### config.mk
export PLATFORM = sky130hd
export DESIGN_NAME = volume_button_ctrl_flat
export DESIGN_NICKNAME = d
export VERILOG_FILES = /design/src/rtl/volume_button_ctrl_pkg.sv /design/src/rtl/volume_button_ctrl_if.sv /design/src/rtl/volume_button_ctrl_btn_debounce.sv /design/src/rtl/volume_button_ctrl.sv /design/src/flat_wrapper.sv
export SDC_FILE = /design/constraint.sdc
export NUM_CORES = 1
export LEC_CHECK = 0
export ABC_AREA = 0
export BUFFER_PORTS_ARGS = -buffer_cell sky130_fd_sc_hd__buf_2
export CAP_MARGIN = 10
export CORE_MARGIN = 3
export CORE_UTILIZATION = 61
export DETAILED_ROUTE_END_ITERATION = 6
export PLACE_DENSITY_LB_ADDON = 0.2
export SLEW_MARGIN = 5
export SYNTH_ARGS = -nofsm -noshare
export SYNTH_HDL_FRONTEND = slang
export SYNTH_SLANG_ARGS = --single-unit
### constraint.sdc
create_clock -name clk_i -period 3.7 [get_ports clk_i]
set_clock_uncertainty 0.1 [all_clocks]
set_input_delay 0.74 -clock clk_i [delete_from_list [all_inputs] [get_ports clk_i]]
set_output_delay 0.74 -clock clk_i [all_outputs]
set_load 0.01 [all_outputs]
### src/rtl/volume_button_ctrl_pkg.sv
// Shared types and sizing helper for the volume button controller and its debounce sub-blocks.
package volume_btn_pkg;

  typedef enum logic [2:0] {
    IDLE,
    HOLD_UP,
    HOLD_DN,
    REPEAT_UP,
    REPEAT_DN,
    LOCK
  } btn_state_e;

  localparam int BtnUp = 0;
  localparam int BtnDn = 1;

  // One counter width is shared by the debounce counters and the hold/repeat timer.
  function automatic int cnt_width(input int a, input int b, input int c);
    int m;
    m = a;
    if (b > m) m = b;
    if (c > m) m = c;
    return (m < 1) ? 1 : $clog2(m + 1);
  endfunction

endpackage

### src/rtl/volume_button_ctrl_if.sv
// Raw button inputs and step-request pulses between the board buttons and the volume block.
interface volume_button_ctrl_if;
  logic up_raw_i;
  logic down_raw_i;
  logic up_o;
  logic down_o;
  logic busy_o;

  modport master (
    input  up_raw_i,
    input  down_raw_i,
    output up_o,
    output down_o,
    output busy_o
  );

  modport slave (
    output up_raw_i,
    output down_raw_i,
    input  up_o,
    input  down_o,
    input  busy_o
  );
endinterface

### src/rtl/volume_button_ctrl_btn_debounce.sv
// Per-button conditioner: 2-flop synchroniser, debounce counter and a registered rising-edge flag.
// The debounced level rises 2+debounce_cycles_p edges after the raw input is first sampled high.
module btn_debounce #(
  parameter int debounce_cycles_p = 16,
  parameter int cnt_w_p           = 5
) (
  input  logic clk_i,
  input  logic reset_i,
  input  logic raw_i,
  output logic level_o,
  output logic rise_o
);

  localparam logic [cnt_w_p-1:0] CntLimit = cnt_w_p'(debounce_cycles_p);
  localparam logic [cnt_w_p-1:0] CntOne   = cnt_w_p'(1);

  logic               sync1_reg;
  logic               sync2_reg;
  logic               level_reg;
  logic               rise_reg;
  logic [cnt_w_p-1:0] cnt_reg;

  always_ff @(posedge clk_i) begin
    if (reset_i) begin
      sync1_reg <= 1'b0;
      sync2_reg <= 1'b0;
      level_reg <= 1'b0;
      rise_reg  <= 1'b0;
      cnt_reg   <= '0;
    end else begin
      sync1_reg <= raw_i;
      sync2_reg <= sync1_reg;
      rise_reg  <= 1'b0;
      // Any agreeing sample restarts the qualification window, so short bounces vanish.
      if (sync2_reg == level_reg) begin
        cnt_reg <= '0;
      end else if (cnt_reg >= CntLimit) begin
        level_reg <= ~level_reg;
        rise_reg  <= ~level_reg;
        cnt_reg   <= '0;
      end else if (cnt_reg != '1) begin
        cnt_reg <= cnt_reg + CntOne;
      end
    end
  end

  assign level_o = level_reg;
  assign rise_o  = rise_reg;

endmodule

### src/rtl/volume_button_ctrl.sv
// Turns two bouncy push-buttons into single-cycle up/down step pulses for the volume block.
// Auto-repeat while held is built only when VOLUME_BTN_AUTOREPEAT_EN is defined.
module volume_button_ctrl
  import volume_btn_pkg::*;
#(
  parameter int debounce_cycles_p = 16,
  parameter int repeat_delay_p    = 64,
  parameter int repeat_period_p   = 16
) (
  input logic clk_i,
  input logic reset_i,
  volume_button_ctrl_if.master btn_if
);

  localparam int CntW = cnt_width(debounce_cycles_p, repeat_delay_p, repeat_period_p);

  logic [1:0] raw_vec;
  logic [1:0] level_vec;
  logic [1:0] rise_vec;

  assign raw_vec[BtnUp] = btn_if.up_raw_i;
  assign raw_vec[BtnDn] = btn_if.down_raw_i;

  genvar gi;
  generate
    for (gi = 0; gi < 2; gi++) begin : g_btn
      btn_debounce #(
        .debounce_cycles_p(debounce_cycles_p),
        .cnt_w_p          (CntW)
      ) u_debounce (
        .clk_i  (clk_i),
        .reset_i(reset_i),
        .raw_i  (raw_vec[gi]),
        .level_o(level_vec[gi]),
        .rise_o (rise_vec[gi])
      );
    end
  endgenerate

  logic up_lvl, dn_lvl, up_rise, dn_rise;
  assign up_lvl  = level_vec[BtnUp];
  assign dn_lvl  = level_vec[BtnDn];
  assign up_rise = rise_vec[BtnUp];
  assign dn_rise = rise_vec[BtnDn];

  btn_state_e state_reg, state_next;
  logic       up_reg, up_next;
  logic       down_reg, down_next;

`ifdef VOLUME_BTN_AUTOREPEAT_EN
  localparam logic [CntW-1:0] DelayLast  = CntW'(repeat_delay_p - 1);
  localparam logic [CntW-1:0] PeriodLast = CntW'(repeat_period_p - 1);
  localparam logic [CntW-1:0] TimerOne   = CntW'(1);

  logic [CntW-1:0] timer_reg, timer_next;
  logic [CntW-1:0] timer_inc;
  assign timer_inc = (timer_reg == '1) ? timer_reg : timer_reg + TimerOne;
`endif

  always_ff @(posedge clk_i) begin
    if (reset_i) begin
      state_reg <= IDLE;
      up_reg    <= 1'b0;
      down_reg  <= 1'b0;
`ifdef VOLUME_BTN_AUTOREPEAT_EN
      timer_reg <= '0;
`endif
    end else begin
      state_reg <= state_next;
      up_reg    <= up_next;
      down_reg  <= down_next;
`ifdef VOLUME_BTN_AUTOREPEAT_EN
      timer_reg <= timer_next;
`endif
    end
  end

  always_comb begin
    state_next = state_reg;
    up_next    = 1'b0;
    down_next  = 1'b0;
`ifdef VOLUME_BTN_AUTOREPEAT_EN
    // The timer only survives while staying in a hold/repeat state; every entry starts from zero.
    timer_next = '0;
`endif
    case (state_reg)
      IDLE: begin
        if (up_rise || dn_rise) begin
          if (up_lvl && dn_lvl) begin
            state_next = LOCK;
          end else if (up_rise) begin
            up_next    = 1'b1;
            state_next = HOLD_UP;
          end else begin
            down_next  = 1'b1;
            state_next = HOLD_DN;
          end
        end
      end
      HOLD_UP: begin
        if (!up_lvl) begin
          state_next = IDLE;
        end else if (dn_lvl) begin
          state_next = LOCK;
`ifdef VOLUME_BTN_AUTOREPEAT_EN
        end else if (timer_reg == DelayLast) begin
          up_next    = 1'b1;
          state_next = REPEAT_UP;
        end else begin
          timer_next = timer_inc;
`endif
        end
      end
      HOLD_DN: begin
        if (!dn_lvl) begin
          state_next = IDLE;
        end else if (up_lvl) begin
          state_next = LOCK;
`ifdef VOLUME_BTN_AUTOREPEAT_EN
        end else if (timer_reg == DelayLast) begin
          down_next  = 1'b1;
          state_next = REPEAT_DN;
        end else begin
          timer_next = timer_inc;
`endif
        end
      end
`ifdef VOLUME_BTN_AUTOREPEAT_EN
      REPEAT_UP: begin
        if (!up_lvl) begin
          state_next = IDLE;
        end else if (dn_lvl) begin
          state_next = LOCK;
        end else if (timer_reg == PeriodLast) begin
          up_next = 1'b1;
        end else begin
          timer_next = timer_inc;
        end
      end
      REPEAT_DN: begin
        if (!dn_lvl) begin
          state_next = IDLE;
        end else if (up_lvl) begin
          state_next = LOCK;
        end else if (timer_reg == PeriodLast) begin
          down_next = 1'b1;
        end else begin
          timer_next = timer_inc;
        end
      end
`endif
      LOCK: begin
        if (!up_lvl && !dn_lvl) state_next = IDLE;
      end
      default: state_next = IDLE;
    endcase
  end

  assign btn_if.up_o   = up_reg;
  assign btn_if.down_o = down_reg;
  assign btn_if.busy_o = (state_reg != IDLE);

endmodule

### src/flat_wrapper.sv
// flat-port wrapper written by rule: the top's interface ports become plain ports
module volume_button_ctrl_flat import volume_btn_pkg::*;
#(
  parameter int debounce_cycles_p = 16,
  parameter int repeat_delay_p    = 64,
  parameter int repeat_period_p   = 16
)
  (clk_i, reset_i, btn_if_up_raw_i, btn_if_down_raw_i, btn_if_up_o, btn_if_down_o, btn_if_busy_o);
  volume_button_ctrl_if btn_if_i ();
  input logic clk_i;
  input logic reset_i;
  input wire logic [$bits(btn_if_i.up_raw_i)-1:0] btn_if_up_raw_i;
  input wire logic [$bits(btn_if_i.down_raw_i)-1:0] btn_if_down_raw_i;
  output wire logic [$bits(btn_if_i.up_o)-1:0] btn_if_up_o;
  output wire logic [$bits(btn_if_i.down_o)-1:0] btn_if_down_o;
  output wire logic [$bits(btn_if_i.busy_o)-1:0] btn_if_busy_o;
  assign btn_if_i.up_raw_i = btn_if_up_raw_i;
  assign btn_if_i.down_raw_i = btn_if_down_raw_i;
  assign btn_if_up_o = btn_if_i.up_o;
  assign btn_if_down_o = btn_if_i.down_o;
  assign btn_if_busy_o = btn_if_i.busy_o;
  volume_button_ctrl #(.debounce_cycles_p(debounce_cycles_p), .repeat_delay_p(repeat_delay_p), .repeat_period_p(repeat_period_p)) u_core (.clk_i(clk_i), .reset_i(reset_i), .btn_if(btn_if_i));
endmodule
== Word-level counts from Yosys, hierarchy flattened ==
Cells that the tools add are included.

* Input bits: 4
* Flip-flop bits (word level): 27
* Output and inout port bits: 3

* Bitwise operators: 8
* Add/subtract/negate cells: 2
* Multiplexer cells: 11
* Reduce and logical (&&, ||, !) cells: 15
* Magnitude comparators: 2
* Equal/unequal tests: 11

{| class="wikitable"
|+ Operator list
! kind !! number
|-
| $mux W3 || 7
|-
| $add A7 B1 Y7 const B || 2
|-
| $ge A7 B5 Y1 const B || 2
|-
| $ne A7 B7 Y1 const B || 2
|-
| $pmux W3 S4 || 1
|-
| $reduce_or A3 Y1 || 4
|-
| $not A1 Y1 || 8
|-
| $ne A3 B3 Y1 const B || 2
|-
| $ne A2 B1 Y1 const B || 2
|-
| $reduce_and A2 Y1 || 2
|-
| $reduce_and A4 Y1 || 1
|-
| $reduce_or A4 Y1 || 1
|-
| $eq A3 B1 Y1 const B || 1
|-
| $eq A3 B2 Y1 const B || 1
|-
| $eq A3 B3 Y1 const B || 1
|-
| $logic_not A3 Y1 || 1
|-
| $reduce_bool A3 Y1 || 1
|-
| $eq A1 B1 Y1 || 2
|-
| $logic_and A1 B1 Y1 || 2
|-
| $logic_not A1 Y1 || 2
|-
| $mux W1 || 2
|-
| $mux W2 || 1
|-
| $logic_or A1 B1 Y1 || 1
|}

== Longest topological paths before layout ==
Gate-level depths: netlist (run 1).

* Word-level depth: 4
* Gate-level depth with buffers: 4
* Mapped depth without buffers: 4

== Cells and area by module ==
From an unflattened synthesis (run 1), not the netlist that was laid out.

* Cell total of the unflattened synthesis: 104
* Area total of the unflattened synthesis: 1,121.1 µm²

{| class="wikitable"
|+ Modules (own cells, without submodules)
! module !! times used !! cells each !! area an instance (µm²)
|-
| btn_debounce || 2 || 36 || 410.4
|-
| volume_button_ctrl || 1 || 32 || 300.3
|}

== Worst setup path before layout (run 1) ==
No wires, ideal clock.

* Path type: reg-to-output
* From: reg u_core.state_reg[0]
* To: out btn_if_busy_o
* Arrival time: 0.731 ns
* Cell stages (with the launch flop): 3
* Required time: 2.860 ns
* Path buffers: 0
* Setup slack: 2.129 ns
* Cell sequence: dfxtp_1 -> nor3_4 -> inv_1

* Longest elaborated chain between the ends: 1

{| class="wikitable"
|+ RTL lines
! element !! RTL line !! RTL
|-
| from (decl) || volume_button_ctrl.sv:46 || <nowiki>btn_state_e state_reg, state_next;</nowiki>
|-
| from (signal assigned) || volume_button_ctrl.sv:69 || <nowiki>state_reg <= state_next;</nowiki>
|-
| $reduce_bool A3 Y1 || volume_button_ctrl.sv:161 || <nowiki>assign btn_if.busy_o = (state_reg != IDLE);</nowiki>
|-
| to (decl) || flat_wrapper.sv:16 || <nowiki>output wire logic [$bits(btn_if_i.busy_o)-1:0] btn_if_busy_o;</nowiki>
|}

Every way passes these cells.

== Final worst setup path (run 1) ==
Ends and elaborated chain as after synthesis.

==> results.ini, run 1 <==
[outcome]
run_status=finished, final reports clean

[synth]
ys_types=34
yosys_register_bits=27
postSynth.asyncResetShare_pct=0
synth_area_leaders=sky130_fd_sc_hd__dfxtp_1 50%, sky130_fd_sc_hd__ha_1 4.6%, sky130_fd_sc_hd__nor2_1 3.5%, sky130_fd_sc_hd__a21oi_1 3.2%, sky130_fd_sc_hd__inv_1 2.8%
synthDominantCellAreaShare_pct=50.0
synth.avg_cell_area_um2=10.3
synth_warnings=0
synth_flop_cell=sky130_fd_sc_hd__dfxtp_1
synth-seq-area-share_pct=50.0
syn_inst=105
synthesis.area_um2=1080
synth-edff-count=0
yosysTopAreaCell=sky130_fd_sc_hd__dfxtp_1

[finish]
most-common-layout-cells=27 x sky130_fd_sc_hd__dfxtp_1, 10 x sky130_fd_sc_hd__nor2_1, 8 x sky130_fd_sc_hd__inv_1
syn2layout_area_growth_pct=7.29
drive_gt1_share_pct=13.9
largest_reg_flops=14
num_antenna_cells=0
finish.net_count=124
fill_cells=124
most_common_cell_after_layout_fill_and_taps_aside=sky130_fd_sc_hd__dfxtp_1

[floorplan]
die_width_um=48.1
dieHeight_um=48.1
die_area_um2=2310
floorplan.rows=14
floorplan.core_area_um2=1590
num_io_pins=7
initial_standard_cell_utilization_of_the_core_pct=67.8

[clocking]
cts_max_path_buffers=2
clock_tree.root_cell=sky130_fd_sc_hd__clkbuf_4
clock_insertion_delay_worst_skew_ns=0.32
cts.hold.buffers_added=0
cts_inserted_buffers=3
post-cts-setup-buffers=0
cts_resized=0
cts_htree_levels=1
cts_tree=done
cts.clk_slew.worst_paths_ns=0.15
count_of_clock_tree_sinks=27

[timing]
totalNegativeSetupSlack_ns=0
grt_setup_unrepaired=false
finalCritPeriodShare_pct=56.6
setup_violations=0
final.hold.worst_slack_ns=0.368
finalCriticalPeriod_ns=2.09
final_hold_viol_count=0
report.final.slew_viol_count=0
fmaxAchievable_mhz=478

[drt]
wl_per_cell_um=11.1
viasPerCell=5.07
route.antenna.remaining_nets=0
drt_iter0_markers=7
dr_total_vias=705
route.detailed.drc=0
drt_wl_total_mm=1.55
first_pass_iters=4

[worst_setup_path]
critical-path-top-delay-family=flip-flops
worstPathCellList=nor3_4 -> inv_1 -> buf_2
critical_path_buf_inv_count=2
timing.critical_path.arrival_ns=1.25
worst_ep_required_time_ns=2.86
critPathCaptureType=output pin
critPathLaunchType=flip-flop
timing.critical_path.slowest_cell_delay_ns=0.42
worst-path-max-fanout=7
worst-setup-path-type=flip-flop to output pin
crit_path_top_delay_cell=sky130_fd_sc_hd__dfxtp_1

[global_routing]
globalRouteOverflowTotal=0
first_global_vias=605
globalRouteTotalUtil_pct=16.7
global_route_wire_length_before_repair_mm=2.61
largest_net_degree_at_the_start_of_global_routing=17
number_of_antenna_violations_at_the_first_check_in_global_routing=0

[placement]
port_buffers=6
finalWeightedCongestion=0.816
post-dp-hpwl_mm=1.14

[pwr]
peakVddDrop_uv=415
design_power_total_uw=453
power_density_of_the_placed_cells_nw_per_um2=391
leakagePower_nw=0.454

[flow_run]
max-cap-violations=0

[min_path]
hold_class=flip-flop to flip-flop

[path summary, 6_finish.rpt]
check                                                      from  slack [ns]                                                 end  cells past startpoint
max                            u_core.state_reg[0]$_SDFFE_PP0P_        1.61                                       btn_if_busy_o                      3
min             u_core.g_btn[1].u_debounce.sync1_reg$_SDFF_PP0_        0.37     u_core.g_btn[1].u_debounce.sync2_reg$_SDFF_PP0_                      1
max reg2reg  u_core.g_btn[0].u_debounce.cnt_reg[0]$_SDFFE_PP0P_        2.26  u_core.g_btn[0].u_debounce.cnt_reg[2]$_SDFFE_PP0P_                      4
min reg2reg     u_core.g_btn[1].u_debounce.sync1_reg$_SDFF_PP0_        0.37     u_core.g_btn[1].u_debounce.sync2_reg$_SDFF_PP0_                      1
[through the flow]
| stage | cells | worst slack [ns] | cell area [µm²] | utilization [%] |
|---|---|---|---|---|
| final | 139 | 1.61 | 1160 | 72.8 |
| after global routing | 139 | 1.48 | 1160 | 72.8 |
| after CTS | 139 | 1.60 | 1160 | 72.8 |
| after detailed placement | 135 | 1.98 | 1130 | 70.9 |
| after global placement | 135 | 2.01 | 1130 | 70.9 |
| after floorplan | 108 | 2.13 | 1090 | - |
[report_power, final]
part / total [mW] / switching (mW) / internal, mW / leakage [nW]
sequential: 0.305 / 0.00692 / 0.298 / 0.220
combinational: 0.0207 / 0.0107 / 0.0100 / 0.220
clock: 0.128 / 0.0864 / 0.0413 / 0.0139
total: 0.453 / 0.104 / 0.349 / 0.454
[worst register-to-register path: cells and delay by family (launching register included)]
family          cells  cell delay [ns]
flops               1             0.42
simple gates        2             0.40
compound gates      1             0.25
fa+ha+maj           1             0.20
[layout make-up]
class	instances	area [µm²]	share of cell area, %
Multi-Input combinational cell	70	499	43.0
Clock inverter	1	7.51	0.647
Tap cell	24	30.0	2.59
Timing Repair Buffer	6	30.0	2.59
Sequential cell	27	541	46.6
Inverter	8	30.0	2.59
Clock buffer	3	22.5	1.94
[layer usage]
metal	global-route usage, %	wire, µm	vias to the layer above
met3	6.64	47	2
met4	6.45	18	0
met5	0	0	-
met2	25.9	712	12
met1	21.0	767	311
li1	-	-	380
[kinds of logic after synthesis]
logic type,count (synthesis),synth area share (%)
AND/OR/NAND/NOR,40,24.7
adder cells (fa/ha/maj),4,4.63
buffers and inverters,11,4.86
multiplexers,2,1.85
XOR/XNOR,2,1.62
other,1,0.347
flip-flops,27,50.0
AO/OA/AOI/OAI,18,12.0
[cell usage after synthesis, drive strengths merged, types with 3 or more instances]
cell type / instances
dfxtp: 27
nor2: 10
inv: 8
a21oi: 7
a211oi: 4
ha: 4
nor2b: 4
and3: 3
nand2: 3
nand3b: 3
nor3: 3
No activity file was read; power rests on OpenSTA's default activity.
==> run 2: changes to the inputs <==
--- a/config.mk
+++ b/config.mk
@@ -9,7 +9,7 @@
 export BUFFER_PORTS_ARGS = -buffer_cell sky130_fd_sc_hd__buf_2
 export CAP_MARGIN = 10
 export CORE_MARGIN = 3
-export CORE_UTILIZATION = 61
+export CORE_UTILIZATION = 57
 export DETAILED_ROUTE_END_ITERATION = 6
 export PLACE_DENSITY_LB_ADDON = 0.2
 export SLEW_MARGIN = 5
==> constraint.sdc (replaced) <==
create_clock -name clk_i -period 1.95 [get_ports clk_i]
set_clock_uncertainty 0.1 [all_clocks]
set_input_delay 0.39 -clock clk_i [delete_from_list [all_inputs] [get_ports clk_i]]
set_output_delay 0.39 -clock clk_i [all_outputs]
set_load 0.01 [all_outputs]
==> run 2 against run 1 <==
Against the previous run: register-to-register slack worse by 1.8 ns; global-route usage decreased by 1.7 points; critical endpoint unchanged; die area grew 6.1%; wire length increased by 6.0%; sequential cell count did not move; clock power grew 91%; sequential power increased by 90%; largest power group unchanged.
==> results.ini, run 2 (synthesized netlist as in run 1, its figures left out) <==
[outcome]
run_status=finished, final reports clean  ; unchanged

[drt]
viasPerCell=5.24  ; was 5.07
wl_per_cell_um=11.7  ; was 11.1 µm
drt_iter0_markers=14  ; was 7
dr_total_vias=734  ; was 705
route.detailed.drc=0  ; unchanged
first_pass_iters=4  ; unchanged
route.antenna.remaining_nets=0  ; unchanged
drt_wl_total_mm=1.64  ; was 1.55 mm

[floorplan]
num_io_pins=7  ; unchanged
floorplan.core_area_um2=1760  ; was 1590 µm²
initial_standard_cell_utilization_of_the_core_pct=61.3  ; was 67.8%
die_area_um2=2460  ; was 2310 µm²
floorplan.rows=15  ; was 14
dieHeight_um=49.6  ; was 48.1 µm
die_width_um=49.6  ; was 48.1 µm

[timing]
fmaxAchievable_mhz=573
report.final.slew_viol_count=0  ; unchanged
totalNegativeSetupSlack_ns=0  ; unchanged
setup_violations=0  ; unchanged
final.hold.worst_slack_ns=0.160  ; was 0.368 ns
grt_setup_unrepaired=false  ; unchanged
finalCritPeriodShare_pct=89.5
final_hold_viol_count=0  ; unchanged
finalCriticalPeriod_ns=1.75

[finish]
fill_cells=157  ; was 124
fin_util_pct=65.8  ; was 72.8%
finish.net_count=124  ; unchanged
syn2layout_area_growth_pct=7.41  ; was 7.29%
drive_gt1_share_pct=13.9  ; unchanged
most_common_cell_after_layout_fill_and_taps_aside=sky130_fd_sc_hd__dfxtp_1  ; unchanged
num_antenna_cells=0  ; unchanged
largest_reg_flops=14  ; unchanged
most-common-layout-cells=27 x sky130_fd_sc_hd__dfxtp_1, 10 x sky130_fd_sc_hd__nor2_1, 8 x sky130_fd_sc_hd__inv_1  ; unchanged

[clocking]
clock_insertion_delay_worst_skew_ns=0.33  ; was 0.32 ns
clock_tree.root_cell=sky130_fd_sc_hd__clkbuf_4  ; unchanged
cts_htree_levels=1  ; unchanged
cts_inserted_buffers=3  ; unchanged
post-cts-setup-buffers=0  ; unchanged
cts.clk_slew.worst_paths_ns=0.15  ; about the same
cts.hold.buffers_added=0  ; unchanged
cts_resized=0  ; unchanged
count_of_clock_tree_sinks=27  ; unchanged
cts_tree=done  ; unchanged
cts_max_path_buffers=2  ; unchanged

[placement]
finalWeightedCongestion=0.777  ; was 0.816
post-dp-hpwl_mm=1.21  ; was 1.14 mm
port_buffers=6  ; unchanged

[pwr]
power.switching_fraction_pct=23.1  ; was 23.0%
internal-power_uw=663  ; was 349 µW
netSwitchingPower_uw=199  ; was 104 µW
seq_power_share_pct=67.1  ; was 67.3%
power_density_of_the_placed_cells_nw_per_um2=743  ; was 391 nW/µm²
p_comb_share_pct=4.6  ; about the same
leakagePower_nw=0.454  ; unchanged
power_frac_clock_pct=28.3  ; was 28.2%
peakVddDrop_uv=646  ; was 415 µV

[worst_setup_path]
critPathLaunchType=flip-flop  ; unchanged
rr_worst_depth=4  ; unchanged
timing.critical_path.arrival_ns=1.26  ; was 1.25 ns
critPathCaptureType=output pin  ; unchanged
worst-setup-path-type=flip-flop to output pin  ; unchanged
worst-path-max-fanout=7  ; unchanged
worst_ep_required_time_ns=1.46  ; was 2.86 ns

[min_path]
worstHoldPathCells=2  ; was 1
hold_class=input port to flip-flop  ; was flip-flop to flip-flop

[global_routing]
number_of_antenna_violations_at_the_first_check_in_global_routing=0  ; unchanged
globalRouteOverflowTotal=0  ; unchanged
global_route_wire_length_before_repair_mm=2.88  ; was 2.61 mm
globalRouteTotalUtil_pct=15.1  ; was 16.7%
first_global_vias=691  ; was 605
largest_net_degree_at_the_start_of_global_routing=17  ; unchanged

[flow_run]
max-cap-violations=0  ; unchanged

[run 2: cell counts in the layout (fill, tap and decap cells not counted)]
No cell type changed its count.
[run 2: through the flow]
stage	total power, mW	setup slack [ns]	instance area (µm²)	cells
finish	0.862	0.204	1160	140
global route	0.898	0.0602	1160	140
CTS	0.872	0.187	1160	140
detailed placement	0.630	0.533	1130	136
global placement	0.628	0.597	1130	136
floorplan	0.620	0.687	1090	108
[run 2: final cells by class]
type                            count  area, µm²  area share, %
Multi-Input combinational cell     70        499           43.0
Sequential cell                    27        541           46.6
Inverter                            8       30.0           2.59
Timing Repair Buffer                6       30.0           2.59
Tap cell                           25       31.3           2.69
Clock buffer                        3       22.5           1.94
Clock inverter                      1       7.51          0.647
[run 2: path summary, 6_finish.rpt]
kind,startpoint,endpoint,slack [ns]
max reg2reg,u_core.g_btn[1].u_debounce.cnt_reg[0]$_SDFFE_PP0P_,u_core.g_btn[1].u_debounce.cnt_reg[3]$_SDFFE_PP0P_,0.50
min reg2reg,u_core.g_btn[0].u_debounce.sync1_reg$_SDFF_PP0_,u_core.g_btn[0].u_debounce.sync2_reg$_SDFF_PP0_,0.37
min,btn_if_up_raw_i,u_core.g_btn[0].u_debounce.sync1_reg$_SDFF_PP0_,0.16
max,u_core.state_reg[0]$_SDFFE_PP0P_,btn_if_busy_o,0.20
[run 2: power groups by stage]
stage	combinational [mW]	clock (mW)	sequential, mW
6_report	0.0396	0.244	0.579
3_3_place_gp	0.0383	0	0.590
5_1_grt	0.0464	0.271	0.581
3_5_place_dp	0.0396	0	0.591
2_1_floorplan	0.0333	0	0.586
4_1_cts	0.0401	0.254	0.579
[run 2: worst max-delay path: stages (launching register included)]
cell and delay [ns]:
sky130_fd_sc_hd__dfxtp_1 0.42, sky130_fd_sc_hd__nor3_4 0.31, sky130_fd_sc_hd__inv_1 0.06, sky130_fd_sc_hd__buf_2 0.14
[run 2: per-layer routing]
layer	GRT usage (%)	vias to the layer above	routed length [µm]
met1	16.1	341	725
met2	27.5	9	836
met5	0	-	0
li1	-	382	-
met3	5.44	2	63
met4	4.15	0	12
